==> config.mk <==
export PLATFORM = sky130hd
export DESIGN_NAME = debug_control_unit_flat
export DESIGN_NICKNAME = d
export VERILOG_FILES = /design/src/rtl/debug_control_unit_if.sv /design/src/rtl/debug_control_unit.sv /design/src/flat_wrapper.sv
export SDC_FILE = /design/constraint.sdc
export NUM_CORES = 1
export LEC_CHECK = 0
export ABC_AREA = 1
export CORE_ASPECT_RATIO = 1.1
export CORE_MARGIN = 2
export CORE_UTILIZATION = 40
export CTS_CLUSTER_DIAMETER = 60
export DETAILED_ROUTE_END_ITERATION = 10
export MAX_ROUTING_LAYER = met4
export PLACE_DENSITY_LB_ADDON = 0.1
export REMOVE_ABC_BUFFERS = 1
export SYNTH_ARGS = -nofsm -noshare
export SYNTH_HDL_FRONTEND = slang
export SYNTH_SLANG_ARGS = --single-unit
==> constraint.sdc <==
create_clock -name CLK100MHZ -period 1.4 [get_ports CLK100MHZ]
set_input_delay 0.14 -clock CLK100MHZ [delete_from_list [all_inputs] [get_ports CLK100MHZ]]
set_output_delay 0.14 -clock CLK100MHZ [all_outputs]
set_load 0.01 [all_outputs]
==> src/rtl/debug_control_unit_if.sv <==
`default_nettype none
// ============================================================================
//  Module      : debug_control_unit_if
//  Description : Bundles the host-link and pipeline-side signals of the debug
//                control unit.
//                slave  : the debug control unit. It consumes the rx, halt,
//                         pc and tx-busy inputs and drives the tx, memory
//                         write, clock-enable, pipeline reset and state
//                         outputs.
//                master : the surrounding logic that drives the inputs.
//  Ports       : i_rx_data/i_rx_done (received byte + strobe), i_halt,
//                i_pc, i_tx_busy, o_tx_data/o_tx_start, o_mem_wr_en,
//                o_mem_addr, o_mem_data, o_clk_en, o_mips_reset, o_state
//  Revision    : 1.0 - initial release
// ============================================================================
interface debug_control_unit_if #(
    parameter int LEN    = 32,
    parameter int ADDR_W = 10
);
    logic [7:0]        i_rx_data;
    logic              i_rx_done;
    logic              i_halt;
    logic [LEN-1:0]    i_pc;
    logic              i_tx_busy;
    logic [7:0]        o_tx_data;
    logic              o_tx_start;
    logic              o_mem_wr_en;
    logic [ADDR_W-1:0] o_mem_addr;
    logic [LEN-1:0]    o_mem_data;
    logic              o_clk_en;
    logic              o_mips_reset;
    logic [2:0]        o_state;

    modport slave (
        input  i_rx_data, i_rx_done, i_halt, i_pc, i_tx_busy,
        output o_tx_data, o_tx_start, o_mem_wr_en, o_mem_addr, o_mem_data,
               o_clk_en, o_mips_reset, o_state
    );

    modport master (
        output i_rx_data, i_rx_done, i_halt, i_pc, i_tx_busy,
        input  o_tx_data, o_tx_start, o_mem_wr_en, o_mem_addr, o_mem_data,
               o_clk_en, o_mips_reset, o_state
    );
endinterface
`default_nettype wire

==> src/rtl/debug_control_unit.sv <==
`default_nettype none
// ============================================================================
//  Module      : debug_control_unit
//  Description : Command-driven debug controller between the UART and the
//                MIPS pipeline. It decodes host command bytes, loads program
//                words into instruction memory, gates the pipeline clock for
//                continuous or single-step execution, and returns the PC to
//                the host (MSB first) after each step or halt.
//  Ports       : CLK100MHZ    - system clock, rising edge
//                SWITCH_RESET - synchronous active-low reset
//                bus          - debug_control_unit_if.slave (rx byte/strobe,
//                               halt, pc, tx busy in; tx byte/start, memory
//                               write, clock enable, pipeline reset, state
//                               code out)
//  Revision    : 1.0 - initial release
// ============================================================================
module debug_control_unit #(
    parameter int             LEN       = 32,
    parameter int             ADDR_W    = 10,
    parameter logic [LEN-1:0] HALT_WORD = {LEN{1'b1}}
) (
    input  wire logic              CLK100MHZ,
    input  wire logic              SWITCH_RESET,
    debug_control_unit_if.slave    bus
);

    localparam int NBYTES = LEN / 8;
    localparam int CNT_W  = $clog2(NBYTES + 1);

    localparam logic [CNT_W-1:0]  LAST_BYTE = CNT_W'(NBYTES - 1);
    localparam logic [CNT_W-1:0]  ALL_BYTES = CNT_W'(NBYTES);
    localparam logic [ADDR_W-1:0] ADDR_MAX  = {ADDR_W{1'b1}};

    localparam logic [7:0] CMD_START  = 8'h01;
    localparam logic [7:0] CMD_CONT   = 8'h02;
    localparam logic [7:0] CMD_STEPBY = 8'h03;
    localparam logic [7:0] CMD_REPROG = 8'h05;
    localparam logic [7:0] CMD_STEP   = 8'h06;

    typedef enum logic [2:0] {
        ST_IDLE       = 3'd0,
        ST_PROGRAM    = 3'd1,
        ST_WAIT_MODE  = 3'd2,
        ST_CONTINUOUS = 3'd3,
        ST_STEP_IDLE  = 3'd4,
        ST_STEP_EXEC  = 3'd5,
        ST_SEND       = 3'd6
    } state_e;

    state_e            state_q, state_d;
    state_e            ret_q, ret_d;          // state to resume after SEND
    logic [LEN-1:0]    word_q, word_d;        // program word being assembled
    logic [CNT_W-1:0]  byte_cnt_q, byte_cnt_d;
    logic [ADDR_W-1:0] addr_q, addr_d;
    logic              wr_en_q, wr_en_d;
    logic [ADDR_W-1:0] mem_addr_q, mem_addr_d;
    logic [LEN-1:0]    mem_data_q, mem_data_d;
    logic [LEN-1:0]    pc_q, pc_d;            // PC snapshot, shifted left per byte
    logic [CNT_W-1:0]  tx_cnt_q, tx_cnt_d;    // bytes already started
    logic              tx_gap_q, tx_gap_d;    // cycle after a start: busy not yet valid
    logic              tx_start_q, tx_start_d;
    logic [7:0]        tx_data_q, tx_data_d;
    logic              clk_en_d;
    logic [LEN-1:0]    word_next;

    // Incoming byte appended as the least significant byte (MSB-first order).
    assign word_next = (word_q << 8) | LEN'(bus.i_rx_data);

    always_comb begin
        state_d    = state_q;
        ret_d      = ret_q;
        word_d     = word_q;
        byte_cnt_d = byte_cnt_q;
        addr_d     = addr_q;
        wr_en_d    = 1'b0;
        mem_addr_d = mem_addr_q;
        mem_data_d = mem_data_q;
        pc_d       = pc_q;
        tx_cnt_d   = tx_cnt_q;
        tx_gap_d   = tx_gap_q;
        tx_start_d = 1'b0;
        tx_data_d  = tx_data_q;
        clk_en_d   = 1'b0;

        case (state_q)
            ST_IDLE: begin
                if (bus.i_rx_done) begin
                    if (bus.i_rx_data == CMD_REPROG) begin
                        state_d    = ST_PROGRAM;
                        addr_d     = '0;
                        byte_cnt_d = '0;
                        word_d     = '0;
                    end else if (bus.i_rx_data == CMD_START) begin
                        state_d = ST_WAIT_MODE;
                    end
                end
            end

            ST_PROGRAM: begin
                if (bus.i_rx_done) begin
                    word_d = word_next;
                    if (byte_cnt_q == LAST_BYTE) begin
                        byte_cnt_d = '0;
                        wr_en_d    = 1'b1;
                        mem_addr_d = addr_q;
                        mem_data_d = word_next;
                        addr_d     = addr_q + 1'b1;
                        // The top address ends programming; the counter never wraps into use.
                        if (word_next == HALT_WORD || addr_q == ADDR_MAX) begin
                            state_d = ST_IDLE;
                        end
                    end else begin
                        byte_cnt_d = byte_cnt_q + 1'b1;
                    end
                end
            end

            ST_WAIT_MODE: begin
                if (bus.i_rx_done) begin
                    if (bus.i_rx_data == CMD_CONT) begin
                        state_d = ST_CONTINUOUS;
                    end else if (bus.i_rx_data == CMD_STEPBY) begin
                        state_d = ST_STEP_IDLE;
                    end else if (bus.i_rx_data == CMD_REPROG) begin
                        state_d    = ST_PROGRAM;
                        addr_d     = '0;
                        byte_cnt_d = '0;
                        word_d     = '0;
                    end
                end
            end

            ST_CONTINUOUS: begin
                clk_en_d = 1'b1;
                if (bus.i_halt) begin
                    state_d  = ST_SEND;
                    ret_d    = ST_IDLE;
                    pc_d     = bus.i_pc;
                    tx_cnt_d = '0;
                    tx_gap_d = 1'b0;
                end
            end

            ST_STEP_IDLE: begin
                if (bus.i_rx_done) begin
                    if (bus.i_rx_data == CMD_STEP) begin
                        state_d = ST_STEP_EXEC;
                    end else if (bus.i_rx_data == CMD_REPROG) begin
                        state_d    = ST_PROGRAM;
                        addr_d     = '0;
                        byte_cnt_d = '0;
                        word_d     = '0;
                    end
                end
            end

            ST_STEP_EXEC: begin
                // A halt retired by this single step ends the debug session.
                clk_en_d = 1'b1;
                state_d  = ST_SEND;
                ret_d    = bus.i_halt ? ST_IDLE : ST_STEP_IDLE;
                pc_d     = bus.i_pc;
                tx_cnt_d = '0;
                tx_gap_d = 1'b0;
            end

            ST_SEND: begin
                if (tx_gap_q) begin
                    // Transmitter has not raised busy yet; skip this cycle.
                    tx_gap_d = 1'b0;
                    if (tx_cnt_q == ALL_BYTES) begin
                        state_d  = ret_q;
                        tx_cnt_d = '0;
                    end
                end else if (!bus.i_tx_busy) begin
                    tx_start_d = 1'b1;
                    tx_data_d  = pc_q[LEN-1 -: 8];
                    pc_d       = pc_q << 8;
                    tx_cnt_d   = tx_cnt_q + 1'b1;
                    tx_gap_d   = 1'b1;
                end
            end

            default: begin
                state_d = ST_IDLE;
            end
        endcase
    end

    always_ff @(posedge CLK100MHZ) begin
        if (!SWITCH_RESET) begin
            state_q    <= ST_IDLE;
            ret_q      <= ST_IDLE;
            word_q     <= '0;
            byte_cnt_q <= '0;
            addr_q     <= '0;
            wr_en_q    <= 1'b0;
            mem_addr_q <= '0;
            mem_data_q <= '0;
            pc_q       <= '0;
            tx_cnt_q   <= '0;
            tx_gap_q   <= 1'b0;
            tx_start_q <= 1'b0;
            tx_data_q  <= '0;
        end else begin
            state_q    <= state_d;
            ret_q      <= ret_d;
            word_q     <= word_d;
            byte_cnt_q <= byte_cnt_d;
            addr_q     <= addr_d;
            wr_en_q    <= wr_en_d;
            mem_addr_q <= mem_addr_d;
            mem_data_q <= mem_data_d;
            pc_q       <= pc_d;
            tx_cnt_q   <= tx_cnt_d;
            tx_gap_q   <= tx_gap_d;
            tx_start_q <= tx_start_d;
            tx_data_q  <= tx_data_d;
        end
    end

    assign bus.o_tx_data    = tx_data_q;
    assign bus.o_tx_start   = tx_start_q;
    assign bus.o_mem_wr_en  = wr_en_q;
    assign bus.o_mem_addr   = mem_addr_q;
    assign bus.o_mem_data   = mem_data_q;
    assign bus.o_clk_en     = clk_en_d;
    assign bus.o_mips_reset = (state_q == ST_IDLE) || (state_q == ST_PROGRAM);
    assign bus.o_state      = state_q;

endmodule
`default_nettype wire

==> src/flat_wrapper.sv <==
// flat-port wrapper written by rule: the top's interface ports become plain ports
module debug_control_unit_flat 
#(
    parameter int             LEN       = 32,
    parameter int             ADDR_W    = 10,
    parameter logic [LEN-1:0] HALT_WORD = {LEN{1'b1}}
)
  (CLK100MHZ, SWITCH_RESET, bus_i_rx_data, bus_i_rx_done, bus_i_halt, bus_i_pc, bus_i_tx_busy, bus_o_tx_data, bus_o_tx_start, bus_o_mem_wr_en, bus_o_mem_addr, bus_o_mem_data, bus_o_clk_en, bus_o_mips_reset, bus_o_state);
  debug_control_unit_if #(.LEN(LEN), .ADDR_W(ADDR_W)) bus_i ();
  input  wire logic CLK100MHZ;
  input  wire logic SWITCH_RESET;
  input wire logic [$bits(bus_i.i_rx_data)-1:0] bus_i_rx_data;
  input wire logic [$bits(bus_i.i_rx_done)-1:0] bus_i_rx_done;
  input wire logic [$bits(bus_i.i_halt)-1:0] bus_i_halt;
  input wire logic [$bits(bus_i.i_pc)-1:0] bus_i_pc;
  input wire logic [$bits(bus_i.i_tx_busy)-1:0] bus_i_tx_busy;
  output wire logic [$bits(bus_i.o_tx_data)-1:0] bus_o_tx_data;
  output wire logic [$bits(bus_i.o_tx_start)-1:0] bus_o_tx_start;
  output wire logic [$bits(bus_i.o_mem_wr_en)-1:0] bus_o_mem_wr_en;
  output wire logic [$bits(bus_i.o_mem_addr)-1:0] bus_o_mem_addr;
  output wire logic [$bits(bus_i.o_mem_data)-1:0] bus_o_mem_data;
  output wire logic [$bits(bus_i.o_clk_en)-1:0] bus_o_clk_en;
  output wire logic [$bits(bus_i.o_mips_reset)-1:0] bus_o_mips_reset;
  output wire logic [$bits(bus_i.o_state)-1:0] bus_o_state;
  assign bus_i.i_rx_data = bus_i_rx_data;
  assign bus_i.i_rx_done = bus_i_rx_done;
  assign bus_i.i_halt = bus_i_halt;
  assign bus_i.i_pc = bus_i_pc;
  assign bus_i.i_tx_busy = bus_i_tx_busy;
  assign bus_o_tx_data = bus_i.o_tx_data;
  assign bus_o_tx_start = bus_i.o_tx_start;
  assign bus_o_mem_wr_en = bus_i.o_mem_wr_en;
  assign bus_o_mem_addr = bus_i.o_mem_addr;
  assign bus_o_mem_data = bus_i.o_mem_data;
  assign bus_o_clk_en = bus_i.o_clk_en;
  assign bus_o_mips_reset = bus_i.o_mips_reset;
  assign bus_o_state = bus_i.o_state;
  debug_control_unit #(.LEN(LEN), .ADDR_W(ADDR_W), .HALT_WORD(HALT_WORD)) u_core (.CLK100MHZ(CLK100MHZ), .SWITCH_RESET(SWITCH_RESET), .bus(bus_i));
endmodule
# == After elaboration in Yosys (flattened, before gate mapping) ==
# Index checks and enable logic that the tools add are counted.
# totals
ff_bits,139
output_inout_bits,57
in_bits,45
# classes
eq_ne,32
reduce_logical,18
bitwise_logic,3
add_sub_neg,3
muxes,62
# op_table
op,count
two-way mux 32 bit,11
case mux 32 bit (4 select lines),1
case mux 32 bit (3 select lines),1
two-way mux 10 bit,9
two-way mux 3 bit,29
case mux 10 bit (4 select lines),1
"== test 32 bit, second input constant",1
bitwise OR 32 x 8 -> 32 bit,1
case mux 3 bit (7 select lines),1
"!= test 2 bit, second input constant",10
"== test 8 x 2 -> 1 bit, second input constant",2
"== test 8 x 3 -> 1 bit, second input constant",2
"== test 3 bit, second input constant",4
case mux 3 bit (4 select lines),1
"adder 10 x 1 -> 10 bit, second input constant",1
"== test 10 bit, second input constant",1
AND reduction 10 bit,1
"== test 3 x 2 -> 1 bit, second input constant",3
case mux 3 bit (3 select lines),1
AND reduction 3 bit,3
AND reduction 9 bit,1
"== test 8 x 1 -> 1 bit, second input constant",1
"!= test 2 x 1 -> 1 bit, second input constant",4
AND reduction 4 bit,2
other kinds (17),26

# == Logic depth before layout (Yosys ltp) ==
# Gate-level depths: netlist (run 1).
# depth
depth_word,7
depth_mapped,12

# == Least setup slack after synthesis (run 1) ==
# OpenSTA, ideal clock, no wires.
# synth_path
kind,flip-flop to flip-flop
start,register u_core.state_q[1] (netlist: u_core.bus.o_state[1])
end,register u_core.pc_q[12]
t_required_ns,1.281
slack_ns,-0.239
path_buffers,3
t_arrival_ns,1.520
period_less_slack_ns,1.639
stages_incl_launch_ff,13
setup_time_ns,0.119
path_cell_list,dfxtp_1 -> buf_4 -> inv_2 -> nor2_1 -> nand2_2 -> nand3_1 -> nand2_1 -> inv_2 -> o21ai_1 -> buf_4 -> buf_6 -> o21ai_0 -> a21oi_1
# synth_between
elab_chain_len,3
word_cells_on_any_way,9
classes_between,eq/ne (6); mux (1); reduce/logical (2)
# synth_rtl
element,line_no,source
from (decl),debug_control_unit.sv:50,"state_e state_q, state_d;"
from (signal assigned),debug_control_unit.sv:206,state_q <= state_d;
== test 3 bit / == test 3 x 2 -> 1 bit (equally long branches),debug_control_unit.sv:85,case (state_q)
!= test 2 bit (no source line) / nonzero test 3 bit (equally long branches),n/a,
AND reduction 4 bit (no source line),n/a,
to (signal assigned),debug_control_unit.sv:214,pc_q <= pc_d;
to (decl),debug_control_unit.sv:58,"logic [LEN-1:0] pc_q, pc_d;"
# Parallel ways exist; a longest one is shown, timed or not.
# A chain may end at the register's enable or synchronous reset.

# == Final worst setup path (run 1) ==
# layout_path
start,register u_core.state_q[0] (netlist: u_core.bus.o_state[0])
end,register u_core.word_q[9]
# layout_between
elab_chain_len,3
word_cells_on_any_way,14
classes_between,eq/ne (10); mux (1); reduce/logical (3)
# layout_rtl
element,line_no,source
== test 3 bit (tied with other cells),debug_control_unit.sv:85,
!= test 2 bit (no source line) / nonzero test 4 bit (equally long branches),n/a,
AND reduction 8 bit (no source line),n/a,
to (signal assigned),debug_control_unit.sv:208,word_q <= word_d;
to (decl),debug_control_unit.sv:52,"logic [LEN-1:0] word_q, word_d;"
# Parallel ways exist; a longest one is shown, timed or not.

==> results of run 1 <==
[state kept, by name, indices dropped and copies added, names as in the netlist]
register,count
u_core.bus.o_mem_data,32
u_core.pc_q,32
u_core.word_q,24
u_core.addr_q,10
u_core.bus.o_mem_addr,10
u_core.bus.o_tx_data,8
u_core.bus.o_state,3
u_core.byte_cnt_q,3
u_core.tx_cnt_q,3
u_core.bus.o_mem_wr_en,1
u_core.bus.o_tx_start,1
u_core.ret_q,1
u_core.tx_gap_q,1
[worst max-delay path: stages (launching register included)]
cell and delay [ns]:
dfxtp_4 0.38, buf_6 0.12, a21oi_4 0.13, nor2_2 0.06, nor2_2 0.13, buf_6 0.16
nand2_8 0.10, clkbuf_16 0.19, a211oi_2 0.26
[cells in the mapped netlist (all sizes together)]
library cell | number | area [sq um]
a211oi | 17 | 127.6
o211a | 1 | 10.01
buf | 22 | 133.9
clkinv | 1 | 3.750
nand2 | 156 | 595.6
dfxtp | 129 | 2582
nor2 | 76 | 305.3
nand4 | 5 | 31.28
a21oi | 88 | 440.4
clkbuf | 20 | 75.07
inv | 85 | 319.0
o21ai | 100 | 579.3
nand3 | 55 | 287.8
ha | 4 | 50.05
nor3 | 6 | 46.30
[placed cells by master (no fill, tap or decap), types with 23 or more instances in the layout]
cell             synthesis  routed
dfxtp_1                129     125
a21oi_1                 88      39
a21oi_2                  0      32
inv_1                   79      73
nand3_1                 54      37
o21ai_1                  2      23
clkbuf_16                0      23
nor2_1                  72      49
o21ai_2                 21      40
clkdlybuf4s50_1          0      43
buf_6                    3      33
buf_4                    4      75
o21ai_0                 77      30
dlygate4sd2_1            0      52
nand2_1                152     122
[timing repair]
action	in CTS	in global routing
cloned	10	11
pin swaps	42	58
setup buffers	25	7
endpoints found under the setup margin	181	130
hold buffers	0	0
gates resized for setup	272	147
endpoints found under the hold margin	0	0
[where the power goes]
group          internal [uW]  switching, uW
Sequential              3670           2.19
Clock                   2590           1560
Combinational            222            228
[stage by stage]
stage | instance area, sq um | setup WS (ns)
2_1_floorplan | 5379 | -1.832
3_3_place_gp | 7337 | -0.3736
3_5_place_dp | 7337 | -0.4321
4_1_cts | 8864 | -0.1571
5_1_grt | 9608 | -0.3039
6_report | 9608 | -0.2116
[path summary, 6_finish.rpt]
check / cells past startpoint / startpoint / to
max: 8 / u_core.bus.o_state[0] / u_core.word_q[9]
min: 4 / SWITCH_RESET / u_core.bus.o_mem_data[2]
max reg2reg: 8 / u_core.bus.o_state[0] / u_core.word_q[9]
min reg2reg: 2 / u_core.pc_q[23] / u_core.pc_q[23]
[layer usage]
| layer | part of all wire | wire length [microns] |
|---|---|---|
| met4 | 0.025 | 482 |
| met5 | 0 | 0 |
| met2 | 0.54 | 10460 |
| met1 | 0.40 | 7802 |
| met3 | 0.035 | 687 |
[cells by family (layout without fill, tap and decap cells)]
kind of cell             Yosys count  after routing  synth area share
adder cells (fa/ha/maj)            4              4          0.008957
AND/OR/NAND/NOR                  298            299            0.2266
AO/OA/AOI/OAI                    206            206            0.2071
flip-flops                       129            129            0.4622
buffers and inverters            128            349           0.09516
[final cells by class]
type	count	area (sq um)
flip-flops and latches	129	2595
clock inverters	5	55.05
repair inverters	1	8.758
well taps	188	235.2
inverters	86	350.3
repair buffers	233	2432
multi-input cells	509	3440
clock buffers	24	491.7
fillers	1112	4130
==> summary.md, run 1 <==
| Metric | Value |
|---|---|
| Total CTS buffers | 17 |
| Max-cap check violation count | 0 |
| Leak pwr | 0.004011 uW |
| Die width | 116.7 microns |
| Num ports | 102 |
| Slew @ Worst Pin | 0.4736 ns |
| Final setup viols | 128 |
| Syn. warnings | 0 |
| Pre-antenna DRT Iters | 4 |
| Sequential element share of the synthesized area | 0.4622 |
| Layout cells sized above 1 | 0.3810 |
| Placed cell count | 1,101 |
| DR vias/cell | 5.077 |
| GRT met1 Usage | 0.2597 |
| Final non-filler cell total | 1,175 |
| Slew Viols, Final | 0 |
| Fin crit share | 1.151 |
| Root Buffer | clkbuf_16 |
| Worst hold path class | input pin to flip-flop |
| FP Rows | 45 |
| Vias in the first global route | 5,777 |
| Nets | 1,026 |
| Global routing usage on met2 | 0.4458 |
| Library cells used by synthesis | 27 |
| CP Data Required Time | 1.73 ns |
| Status | complete, but fails checks |
| #FFs+latches synth | 129 |
| Worst setup SP type | flip-flop |
| RSZ-0062 raised after global routing | yes |
| Crit path time final | 1.612 ns |
| CP max FO | 7 |
| Hold Vio Cnt, Final | 0 |
| Starting density of the core | 0.4067 |
| Vias | 5,966 |
| Initial antenna violation count | 0 |
| Die area | 14,930 sq um |
| Worst setup EP type | flip-flop |
| Failing checks | setup timing |
| Total power | 8270 uW |
| Top Usage Layer GRT | met2 |
| Gr ovfl total | 0 |
| IO Port Bufs | 101 |
| Setup CP Type | flip-flop to flip-flop |
| Chip height | 128.0 microns |
| Largest net degree at the start of global routing | 36 |
| Global routing usage on met3 | 0.04303 |
| PwrDens | 860.7 nW/um^2 |
| TNS Setup | -14.39 ns |
| Routed Antenna Nets | 0 |
| WL final | 19,430 microns |
| Gate Count Post-Synth | 765 |
| Layout Area Growth over Synthesis | 71.94% |
| Ant diodes | 0 |
| First-pass GRT wire length | 27,740 microns |
| Hold Slack | 0.2626 ns |
| Final core occ | 0.6994 |
| Post-synthesis cell area | 5588 sq um |
| Wire per inst | 16.54 microns |
| CTS tree | built |
| DRC viols | 0 |
| CORE AREA | 13,740 sq um |
| Final GP Congestion | 0.8710 |
| Setup slack after layout | -0.2116 ns |
| Iteration-0 DRC Markers | 369 |
| Syn Area/Cell | 7.304 sq um |
| Peak supply drop | 0.6446 mV |
| Max_slew headroom | 0.6842 |
| Worst-path clk slew | 0.06 ns |
| Longest Clk Path Bufs | 2 |
| DP Wirelength | 10,810 microns |
| Clk sink count | 129 |
| Htree depth | 4 |
| Achievable frequency | 620.5 MHz |
| Worst-skew pair later-pin latency | 0.42 ns |
| GRT Resource Usage Total | 0.2437 |
| Clock Skews | 0.006857 ns |
| Reg2Reg Setup Slack | -0.21 ns |
| Data arrival, critical path | 1.94 ns |
Note: power is estimated with default switching activity, not from simulation.
==> inputs of run 2 (changes only) <==
- clock period: 1.4 -> 1.9 ns (I/O delays scaled with it)
==> summary.md, run 2 (synthesis gave the netlist of run 1 again) <==
| Metric | Value |
|---|---|
| Slowest stage delay, CP | 0.35 ns (-0.03 ns) |
| Worst-path clk slew | 0.05 ns (about the same) |
| Initial antenna violation count | 0 (unchanged) |
| Clock Skews | 0.01213 ns (+0.005271 ns) |
| Reg2Reg Setup Slack | 0.23 ns (+0.44 ns) |
| Worst-skew pair later-pin latency | 0.42 ns (about the same) |
| Slew Viols, Final | 0 (unchanged) |
| Die width | 116.7 microns (unchanged) |
| Layout Area Growth over Synthesis | 34.75% |
| Worst r2r src | u_core.bus.o_state[0] |
| Ant diodes | 0 (unchanged) |
| R2R depth | 8 (unchanged) |
| GRT Resource Usage Total | 0.2010 (-0.04269) |
| Crit-path cells | inv_2 > nand2_1 > o21ai_0 > dlygate4sd2_1 |
| Data arrival, critical path | 1.56 ns (-0.38 ns) |
| Postcts setup bufs | 0 (-100%) |
| Max_slew headroom | 0.5761 (-0.1081) |
| Chip height | 128.0 microns (unchanged) |
| Clock Power Share | 0.527 (+0.025) |
| CP max-delay cell | dfxtp_2 |
| Starting density of the core | 0.4067 (unchanged) |
| Capturing point of the worst reg2reg path | u_core.bus.o_mem_data[23] |
| Gr ovfl total | 0 (unchanged) |
| CP max FO | 7 (unchanged) |
| Worst hold path class | input pin to flip-flop |
| CORE AREA | 13,740 sq um (unchanged) |
| Hold Crit Depth | 3 (-1) |
| Hold buffers post-CTS | 0 (unchanged) |
| TNS Setup | 0 ns (+14.39 ns) |
| Total internal power | 4911 uW (-24%) |
| Commonest non-fill, non-tap cells in the layout | nand2_1 (151), dfxtp_1 (127), clkdlybuf4s50_1 (98) |
| Crit path time final | 1.755 ns |
| Status | completed |
| Final GP Congestion | 0.8480 (-2.6%) |
| Worst setup EP type | output port |
| Leak pwr | 0.002993 uW (-25%) |
| Worst setup SP type | flip-flop |
| Largest net degree at the start of global routing | 57 (+58%) |
| Total CTS buffers | 17 (unchanged) |
| Pre-CTS setup slack | -0.04746 ns (+0.3847 ns) |
| Final setup viols | 0 (-100%) |
| Nets | 927 (-9.6%) |
| Die area | 14,930 sq um (unchanged) |
| RSZ-0062 raised after global routing | no |
| Net Sw Power | 1336 uW (-25%) |
| DRC viols | 0 (unchanged) |
| CP Data Required Time | 1.71 ns (-0.02 ns) |
| CTS tree | built |
| IO Port Bufs | 101 (unchanged) |
| WHS Endpoint | u_core.bus.o_mem_wr_en |
| Vias in the first global route | 4,889 (-15%) |
| Root Buffer | clkbuf_16 |
| Longest Clk Path Bufs | 2 (unchanged) |
| Clk sink count | 129 (unchanged) |
| Peak supply drop | 0.5446 mV (-16%) |
| Routed Antenna Nets | 0 (unchanged) |
| Setup CP Type | flip-flop to output port |
| Hold Vio Cnt, Final | 0 (unchanged) |
| First-pass GRT wire length | 22,960 microns (-17%) |
| PwrDens | 829.6 nW/um^2 (-3.6%) |
| DP Wirelength | 9961 microns (-7.8%) |
| FP Rows | 45 (unchanged) |
| Total power | 6247 uW (-24%) |
| Pre-antenna DRT Iters | 5 (+1) |
| Iteration-0 DRC Markers | 286 (-22%) |
| Setup slack after layout | 0.1451 ns (+0.3566 ns) |
| Logic pwr share | 0.040 (-0.014) |
| DR vias/cell | 4.881 (-3.9%) |
| Wire per inst | 13.27 microns (-20%) |
| Htree depth | 4 (unchanged) |
| Num ports | 102 (unchanged) |
| Layout fillers | 1,341 (+21%) |
| Layout cells sized above 1 | 0.1235 (-0.2575) |
| Slew @ Worst Pin | 0.6349 ns (+0.1613 ns) |
| Min-delay src | SWITCH_RESET |
| Max-cap check violation count | 0 (unchanged) |
| Fin crit share | 0.9237 |
| Commonest non-fill, non-tap cell in the layout | nand2_1 |
| Achievable frequency | 569.8 MHz |
| Sequential share of power | 0.433 (-0.011) |
| Vias | 5,267 (-12%) |
| Switching Share | 0.2139 (-0.002436) |
| WL final | 14,310 microns (-26%) |
==> run 2: changes by cell type in the layout (fill, tap and decap cells not counted), moves of 29 or more <==
| cell | previous run | this run |
|---|---|---|
| a21oi_1 | 39 | 88 |
| a21oi_2 | 32 | 0 |
| buf_4 | 75 | 33 |
| buf_6 | 33 | 0 |
| clkdlybuf4s50_1 | 43 | 98 |
| dlygate4sd2_1 | 52 | 2 |
| nand2_1 | 122 | 151 |
| o21ai_0 | 30 | 77 |
==> run 2: area by class of cell <==
class / count / area, sq um / area share
clock buffers: 21 / 480.5 / 0.06381
clock inverters: 11 / 127.6 / 0.01695
inverters: 86 / 322.8 / 0.04287
multi-input cells: 508 / 2487 / 0.3303
flip-flops and latches: 129 / 2585 / 0.3433
well taps: 188 / 235.2 / 0.03124
repair buffers: 136 / 1291 / 0.1715
==> run 2: per-stage QoR <==
stage	instances	util	hold slack, ns	instance area (sq um)
after floorplan	723	-	0.2931	5379
after global placement	1047	0.5036	0.4340	6919
after detailed placement	1047	0.5036	0.4378	6919
after CTS	1079	0.5481	0.1459	7530
after global routing	1079	0.5481	0.1592	7530
final	1079	0.5481	0.1400	7530
==> run 2: critical path, delay by kind of cell (launching register included) <==
kind,cells,cell delay [ns]
AOI/OAI and AO/OA,1,0.19
buffers and inverters,2,0.46
DFF,1,0.35
and+or+nand+nor,1,0.14
==> run 2: how the worst max path moves through the flow <==
stage | startpoint | depth (start not counted) | slack (ns) | to
2_1_floorplan | u_core.bus.o_state[1] | 6 | -1.33 | u_core.pc_q[10]
6_report | u_core.bus.o_state[0] | 4 | 0.15 | bus_o_mips_reset
4_1_cts | u_core.bus.o_state[0] | 4 | 0.12 | bus_o_mips_reset
3_5_place_dp | bus_i_rx_data[5] | 9 | -0.05 | u_core.word_q[11]
3_3_place_gp | bus_i_rx_data[5] | 11 | 0.02 | u_core.addr_q[8]
5_1_grt | u_core.addr_q[0] | 10 | 0.02 | u_core.bus.o_state[2]
==> run 2: layer usage <==
layer  GRT usage  vias up  part of all wire
met5           -        -                 0
met4     0.08443        0             0.020
met3     0.04066       22             0.040
met2      0.3257      122              0.48
met1      0.2425     2404              0.46
li1            -     2719                 -
==> run 2: what timing repair did <==
| action | in CTS | in global routing |
|---|---|---|
| setup endpoints to repair | 2 | 0 |
| gates resized for setup | 5 | 0 |
| hold endpoints to repair | 0 | 0 |
==> run 2: power by group through the flow <==
stage                     registers (uW)  logic (uW)  clock network (uW)
after CTS                           2710         251                3350
after global routing                2710         273                3470
after detailed placement            2770         248                   0
after floorplan                     2770        72.2                   0
final                               2710         250                3290
after global placement              2770         247                   0
